### config.mk
export PLATFORM = sky130hd
export DESIGN_NAME = mux_channel_scanner
export DESIGN_NICKNAME = d
export VERILOG_FILES = /design/src/rtl/mux_channel_scanner.sv
export SDC_FILE = /design/constraint.sdc
export NUM_CORES = 1
export LEC_CHECK = 0
export ABC_AREA = 1
export CORE_UTILIZATION = 54
export CTS_BUF_LIST = sky130_fd_sc_hd__clkbuf_4 sky130_fd_sc_hd__clkbuf_8
export DETAILED_ROUTE_END_ITERATION = 10
export GPL_TIMING_DRIVEN = 0
export PLACE_DENSITY = 0.88
export RECOVER_POWER = 50
export SYNTH_ARGS = -nofsm -noshare
export SYNTH_HDL_FRONTEND = slang
export SYNTH_SLANG_ARGS = --single-unit
### constraint.sdc
create_clock -name clk -period 1.63 [get_ports clk]
set_input_delay 0.4075 -clock clk [delete_from_list [all_inputs] [get_ports clk]]
set_output_delay 0.4075 -clock clk [all_outputs]
set_load 0.01 [all_outputs]
### src/rtl/mux_channel_scanner.sv
// rtl/mux_channel_scanner.sv - scans the enabled channels of an external 4:1 mux and captures one bit per channel
module mux_channel_scanner #(
  parameter int unsigned DWELL = 2
) (
  input  logic       clk,
  input  logic       rst_n,
  input  logic       start,
  input  logic [3:0] mask,
  input  logic       Y_in,
  output logic       S1,
  output logic       S0,
  output logic       busy,
  output logic [3:0] data_out,
  output logic       valid,
  input  logic       ready
);

  typedef enum logic [1:0] {
    IDLE = 2'd0,
    SCAN = 2'd1,
    DONE = 2'd2
  } state_t;

  // Capture happens on the last cycle of a channel's dwell.
  localparam logic [3:0] LAST_CNT = 4'(DWELL - 1);

  state_t     state_q, state_d;
  logic [1:0] ch_q, ch_d;
  logic [3:0] cnt_q, cnt_d;
  logic [3:0] mask_q, mask_d;
  logic [3:0] shadow_q, shadow_d;
  logic [3:0] data_q, data_d;
  logic       valid_q, valid_d;

  logic [1:0] first_ch;
  logic [1:0] next_ch;
  logic       has_next;
  logic [3:0] cap_word;

  // Lowest enabled channel of the incoming mask, used when a scan is accepted.
  always_comb begin
    first_ch = 2'd0;
    for (int i = 3; i >= 0; i--) begin
      if (mask[i]) first_ch = 2'(i);
    end
  end

  // Next enabled channel above the current one; disabled channels are skipped outright.
  always_comb begin
    has_next = 1'b0;
    next_ch  = ch_q;
    for (int i = 3; i >= 0; i--) begin
      if (mask_q[i] && (i > int'(ch_q))) begin
        has_next = 1'b1;
        next_ch  = 2'(i);
      end
    end
  end

  // Shadow word with the current channel's sample merged in.
  always_comb begin
    cap_word       = shadow_q;
    cap_word[ch_q] = Y_in;
  end

  // Next-state logic: accept, dwell/capture/advance, then hold the word until consumed.
  always_comb begin
    state_d  = state_q;
    ch_d     = ch_q;
    cnt_d    = cnt_q;
    mask_d   = mask_q;
    shadow_d = shadow_q;
    data_d   = data_q;
    valid_d  = valid_q;
    case (state_q)
      IDLE: begin
        if (start && (mask != 4'd0)) begin
          state_d  = SCAN;
          mask_d   = mask;
          ch_d     = first_ch;
          cnt_d    = 4'd0;
          shadow_d = 4'd0;
        end
      end
      SCAN: begin
        if (cnt_q == LAST_CNT) begin
          shadow_d = cap_word;
          if (has_next) begin
            ch_d  = next_ch;
            cnt_d = 4'd0;
          end else begin
            data_d  = cap_word;
            valid_d = 1'b1;
            state_d = DONE;
          end
        end else begin
          cnt_d = cnt_q + 4'd1;
        end
      end
      DONE: begin
        if (ready) begin
          valid_d = 1'b0;
          state_d = IDLE;
          ch_d    = 2'd0;
          cnt_d   = 4'd0;
        end
      end
      default: begin
        state_d = IDLE;
        ch_d    = 2'd0;
        cnt_d   = 4'd0;
        valid_d = 1'b0;
      end
    endcase
  end

  // State register; reset aborts any scan and discards the partial word.
  always_ff @(posedge clk or negedge rst_n) begin
    if (!rst_n) begin
      state_q  <= IDLE;
      ch_q     <= 2'd0;
      cnt_q    <= 4'd0;
      mask_q   <= 4'd0;
      shadow_q <= 4'd0;
      data_q   <= 4'd0;
      valid_q  <= 1'b0;
    end else begin
      state_q  <= state_d;
      ch_q     <= ch_d;
      cnt_q    <= cnt_d;
      mask_q   <= mask_d;
      shadow_q <= shadow_d;
      data_q   <= data_d;
      valid_q  <= valid_d;
    end
  end

  // The select lines come straight from the channel register, which is zero whenever idle.
  assign S1       = ch_q[1];
  assign S0       = ch_q[0];
  assign busy     = (state_q != IDLE);
  assign valid    = valid_q;
  assign data_out = data_q;

endmodule

# After elaboration in Yosys (flattened, before gate mapping)
# Index checks and enable logic that the tools add are counted.
# op_classes
addsub,1
multipliers,0
div_mod_pow,0
magnitude_cmp,5
n_eq_ne,10
n_shift,0
n_mux,33
bitwise_logic,2
n_reduce_logical,16
# op_table
op,n
$mux 2,14
$mux 4,5
$pmux 2 s3,2
$pmux 4 s3,1
$ne 2x2->1 const B,5
$reduce_and 3->1,3
$pmux 4 s2,1
$reduce_and 4->1,2
$mux 1,7
$logic_and 1x1->1,5
$reduce_and 5->1,1
$add 4x1->4 const B,1
$bwmux 4,1
$eq 4x1->1 const B,1
$gt 2x2->1 const A,2
$ne 4x4->1 const B,1
$reduce_bool 2->1,2
$reduce_bool 4->1,1
$lt 2x3->1 const B,1
$ne 3x3->1 const B,1
$pmux 1 s3,1
$demux 1 s2,1
$eq 2x1->1 const B,1
$eq 2x2->1 const B,1
5 further kinds,6
# totals
register_bits,21
latch_bits,0
mem_bits_rw,0
mem_bits_ro,0
in_bits,9
output_inout_bits,8
memories,0

# Longest topological paths before layout
# Gate-level depths: netlist (run 1).
# logic_depth
ltp_word,8
ltp_mapped,9
depth_no_buf,9

# Least setup slack after synthesis (run 1)
# OpenSTA, ideal clock, no wires.
# synth_path
path_type,register to register
start,reg ch_q[0]
end,reg ch_q[0]
setup_time_ns,0.117
arrival_time_ns,1.112
setup_slack_ns,0.401
path_stages_with_launch,9
path_cell_list,dfrtp_1 > nor2_2 > nand2_2 > nand2_1 > nor2_2 > nor2_1 > nand2_1 > nand2_1 > nand2_1
# synth_via
elab_chain_len,7
elab_cells_between_ends,17
classes_between,order compare: 3; eq/ne: 2; mux: 8; reduce/logical: 4
# synth_rtl
element,line_no,rtl
"start, declared",28,"logic [1:0] ch_q, ch_d;"
"start signal, assigned",129,ch_q <= ch_d;
$gt 2x2->1,53,if (mask_q[i] && (i > int'(ch_q))) begin
$logic_and 1x1->1,53,
$mux 1 / $mux 2 (equally long branches) (2 in series),53,
$mux 1 / $mux 2 (equally long branches),"53, 88",
$ne 2x2->1 (no source line) / $mux 2 (equally long branches),--,
$reduce_and 5->1 (no source line) / $pmux 2 s3 (equally long branches),--,
# Parallel ways exist; a longest one is shown, timed or not. The select of a mux whose other input is x is not followed.
# A chain may end at the register's enable or synchronous reset.

# Worst setup path in the final report (run 1)
# layout_path
start,reg state_q[1]
end,out busy
# layout_via
elab_chain_len,1
# layout_rtl
element,line_no,rtl
"start, declared",27,"state_t state_q, state_d;"
"start signal, assigned",128,state_q <= state_d;
$reduce_bool 2->1,141,assign busy = (state_q != IDLE);
"end, declared",12,"output logic busy,"
# No other way between the ends.

==> impl_results.md, run 1 <==
* DP Wirelength at between 1.5 and 2 mm
* Slew margin rel. at 0.410
* Layout Utilization at 0.751
* Die X at 46.7 µm
* Area share of the largest cell type after synthesis at 0.465
* Ant. Diodes at 0
* CTS tree: done
* Port bufs at 16
* Maximum clock rate at about 620 MHz
* Number of vias per cell at about 5.1
* Final Skew at 0.00704 ns
* First-pass DRT Iterations at 4
* Fin area at 1350 µm²
* Multiplexer share of the synthesized area at 0
* CORE AREA at 1800 µm²
* Max layer used: met4
* Post-synth net total at 150
* Vias after detailed routing at 959
* Largest net degree at the start of global routing at 21
* Total Routing Usage GR at 0.232
* CTS clk-pin slew, worst paths at ~0.12 ns
* Post-Syn Area at 1080 µm²
* Inst Count DP at 180
* Reg power frac at 0.314
* Antenna Nets Post-Route at 0
* CP Data Required Time at between 1 and 1.5 ns
* Met1 WL at roughly 940 µm
* Crit path max fanout at 3
* Adder-cell area share of the yosys netlist at 0.0232
* Starting density of the core at 0.598
* Final worst setup slack at 0.0270 ns
* Hold Path Class: reg2reg
* Crit path time final at approximately 1.6 ns
* Wire length per cell at around 11 µm
* H-tree depth at 1
* Synth Register Bits at 20
* Fin cells at around 190
* Ports at 17
* RSZ-0062 raised after global routing: yes
* Clock root buffer: clkbuf_4
* Power share of the clock group at 0.144
* Post-synth top area cell: dfrtp_1
* Remaining global-route overflow at 0
* Full die area at about 2200 µm²
* Clk sinks at 20
* Synth-to-Final Area Change at 25.6%
* Switching pwr at approximately 1.2 mW
* Comb pwr share at 0.542
* DP Worst Slack at -0.182 ns
* Max Buffers Root-to-Sink at 2
* Most frequent cells in the layout: nand2_1 (47), dfrtp_1 (17), nor2_1 (15)
* Global-route wire length before repair at ~3.6 mm
* FILL cells at 138
* Synthesized area per cell at between 7 and 8 µm²
* Pwr dens at ~2100 nW/µm²
* DRC at 0
* Aggregate routed wire length at about 2.1 mm
* Nets at 175
* Critical path class: reg2out
* Met3 WL post-DR at between 100 and 150 µm
* Share of cells above drive strength 1 at 0.209
* Leakage power at between 0.7 and 0.8 nW
* Synth area leaders: dfrtp_1 (46%), nand2_1 (16%), nor2_1 (5.2%)
* Int Pwr at 1.58 mW
* WP data arrival at between 1 and 1.5 ns
* CTS buffer count at 3
* Max cap viols at 0
* CP Launch Type: flop
* Dpl cell area at approximately 1300 µm²
* Mapped Cells at around 140
* Yosys warns at 0
* GPL Wtd Cong at between 0.8 and 0.9
* DR WL met2 at around 1.1 mm
* Fin crit share at 0.983
* CP Capture Type: primary output
* Final Hold Violating Endpoints at 0
* Final setup vio count at 0
* Sw Ratio at 0.442
* Status: completed
* Post-Synth Simple-Gate Area at 0.324
* DRT iter0 DRCs at 20
* Largest family of logic cells by synthesized area: simple AND/OR/NAND/NOR gates
* Worst-skew pair later-pin latency at ~0.30 ns
* Xor and xnor area share after synthesis at 0.0163
* Initial antenna violation count at 0
* Num rows at 15
* Most common cell after layout, fill and taps aside: nand2_1
* Slew @ Worst Pin at 0.882 ns
* Vias in the first global route at 909
* Synth unique cells at 20
* Seq/Total Area, Yosys at 0.465
* Worst VDD drop at about 0.0011 V
* Pins Over Slew Limit at 0
* Die H at roughly 47 µm
* Synth Area in Compound Gates at 0.109
## layer usage
layer	up-vias	GRT usage
met5	-	0
met4	0	0.120
met3	4	0.0392
met2	33	0.383
met1	441	0.288
li1	481	-
## critical path, stage by stage, from the launching register on
cell,delay (ns)
dfrtp_1,0.43
nor2_4,0.13
inv_2,0.05
dlygate4sd2_1,0.28
## worst paths after layout
| check | to | slack, ns | depth (start not counted) | from |
|---|---|---|---|---|
| max | busy | 0.03 | 3 | state_q[1] |
| min | shadow_q[2] | 0.49 | 2 | shadow_q[2] |
| max reg2reg | data_out[2] | 0.11 | 10 | state_q[1] |
| min reg2reg | shadow_q[2] | 0.49 | 2 | shadow_q[2] |
| max in group asynchronous | ch_q[1] | 0.38 | 1 | rst_n |
| min in group asynchronous | data_out[1] | 0.65 | 1 | rst_n |
## cell families (layout without fill, tap and decap cells)
| kind of cell | Yosys count | after routing |
|---|---|---|
| compound gates | 17 | 17 |
| xor+xnor | 2 | 2 |
| fa+ha+maj | 2 | 2 |
| buf+inv | 16 | 40 |
| flops | 20 | 20 |
| simple gates | 82 | 82 |
## synth_stat cells
cell type and n:
nand2_2 8, a21oi_4 1, o21ai_0 6, nand2_1 47
inv_1 10, or2_0 2, dfrtp_1 20, inv_2 5
nor2_1 15, nor2_2 3, xnor2_1 1, a21oi_2 1
nor3_1 1, o22ai_1 2, xor2_1 1, o21ai_2 4
nand3_1 6, buf_6 1, a21oi_1 3, ha_1 2
## per-stage QoR
stage | TNS (ns) | power (mW) | hold WS, ns
finish | 0 | 2.82 | 0.491
global route | -0.0673 | 3.06 | 0.511
CTS | 0 | 2.81 | 0.486
detailed placement | -1.32 | 2.37 | 0.460
global placement | -0.966 | 2.31 | 0.454
floorplan | 0 | 1.93 | 0.112
## sequential cells by signal, indices dropped and copies added, names as in the netlist
name and flops:
cnt_q 4, data_out 4, shadow_q 4, mask_q 3, ch_q 2, state_q 2, valid 1
## power by group through the flow
| stage | registers (mW) | logic, mW | clock network [mW] |
|---|---|---|---|
| 2_1_floorplan | 0.915 | 1.01 | 0 |
| 3_3_place_gp | 0.898 | 1.41 | 0 |
| 3_5_place_dp | 0.907 | 1.46 | 0 |
| 4_1_cts | 0.881 | 1.52 | 0.412 |
| 5_1_grt | 0.913 | 1.71 | 0.428 |
| 6_report | 0.887 | 1.53 | 0.407 |
## layout make-up
cell class                 count  area (µm²)  share of cell area
tap                           25        31.3              0.0231
clock inverter                 1        30.0              0.0222
sequential                    20         504               0.373
timing repair buffer          20         183               0.135
buffer                         1        11.3             0.00833
inverter                      15        56.3              0.0416
clock buffer                   3        22.5              0.0167
multi-input combinational    103         514               0.380
## repair_timing
item,CTS,global route
setup buffers,3,1
gates resized for setup,9,3
hold buffers,0,0
endpoints found under the setup margin,8,3
pin swaps,1,0
No activity file was read; power rests on OpenSTA's default activity.
==> run 2: changes to the inputs <==
--- a/config.mk
+++ b/config.mk
@@ -12,6 +12,7 @@
 export GPL_TIMING_DRIVEN = 0
 export PLACE_DENSITY = 0.88
 export RECOVER_POWER = 50
+export SLEW_MARGIN = 10
 export SYNTH_ARGS = -nofsm -noshare
 export SYNTH_HDL_FRONTEND = slang
 export SYNTH_SLANG_ARGS = --single-unit
==> results of run 2 <==
No change in the layout: final DEF, timing and power equal those of run 1.
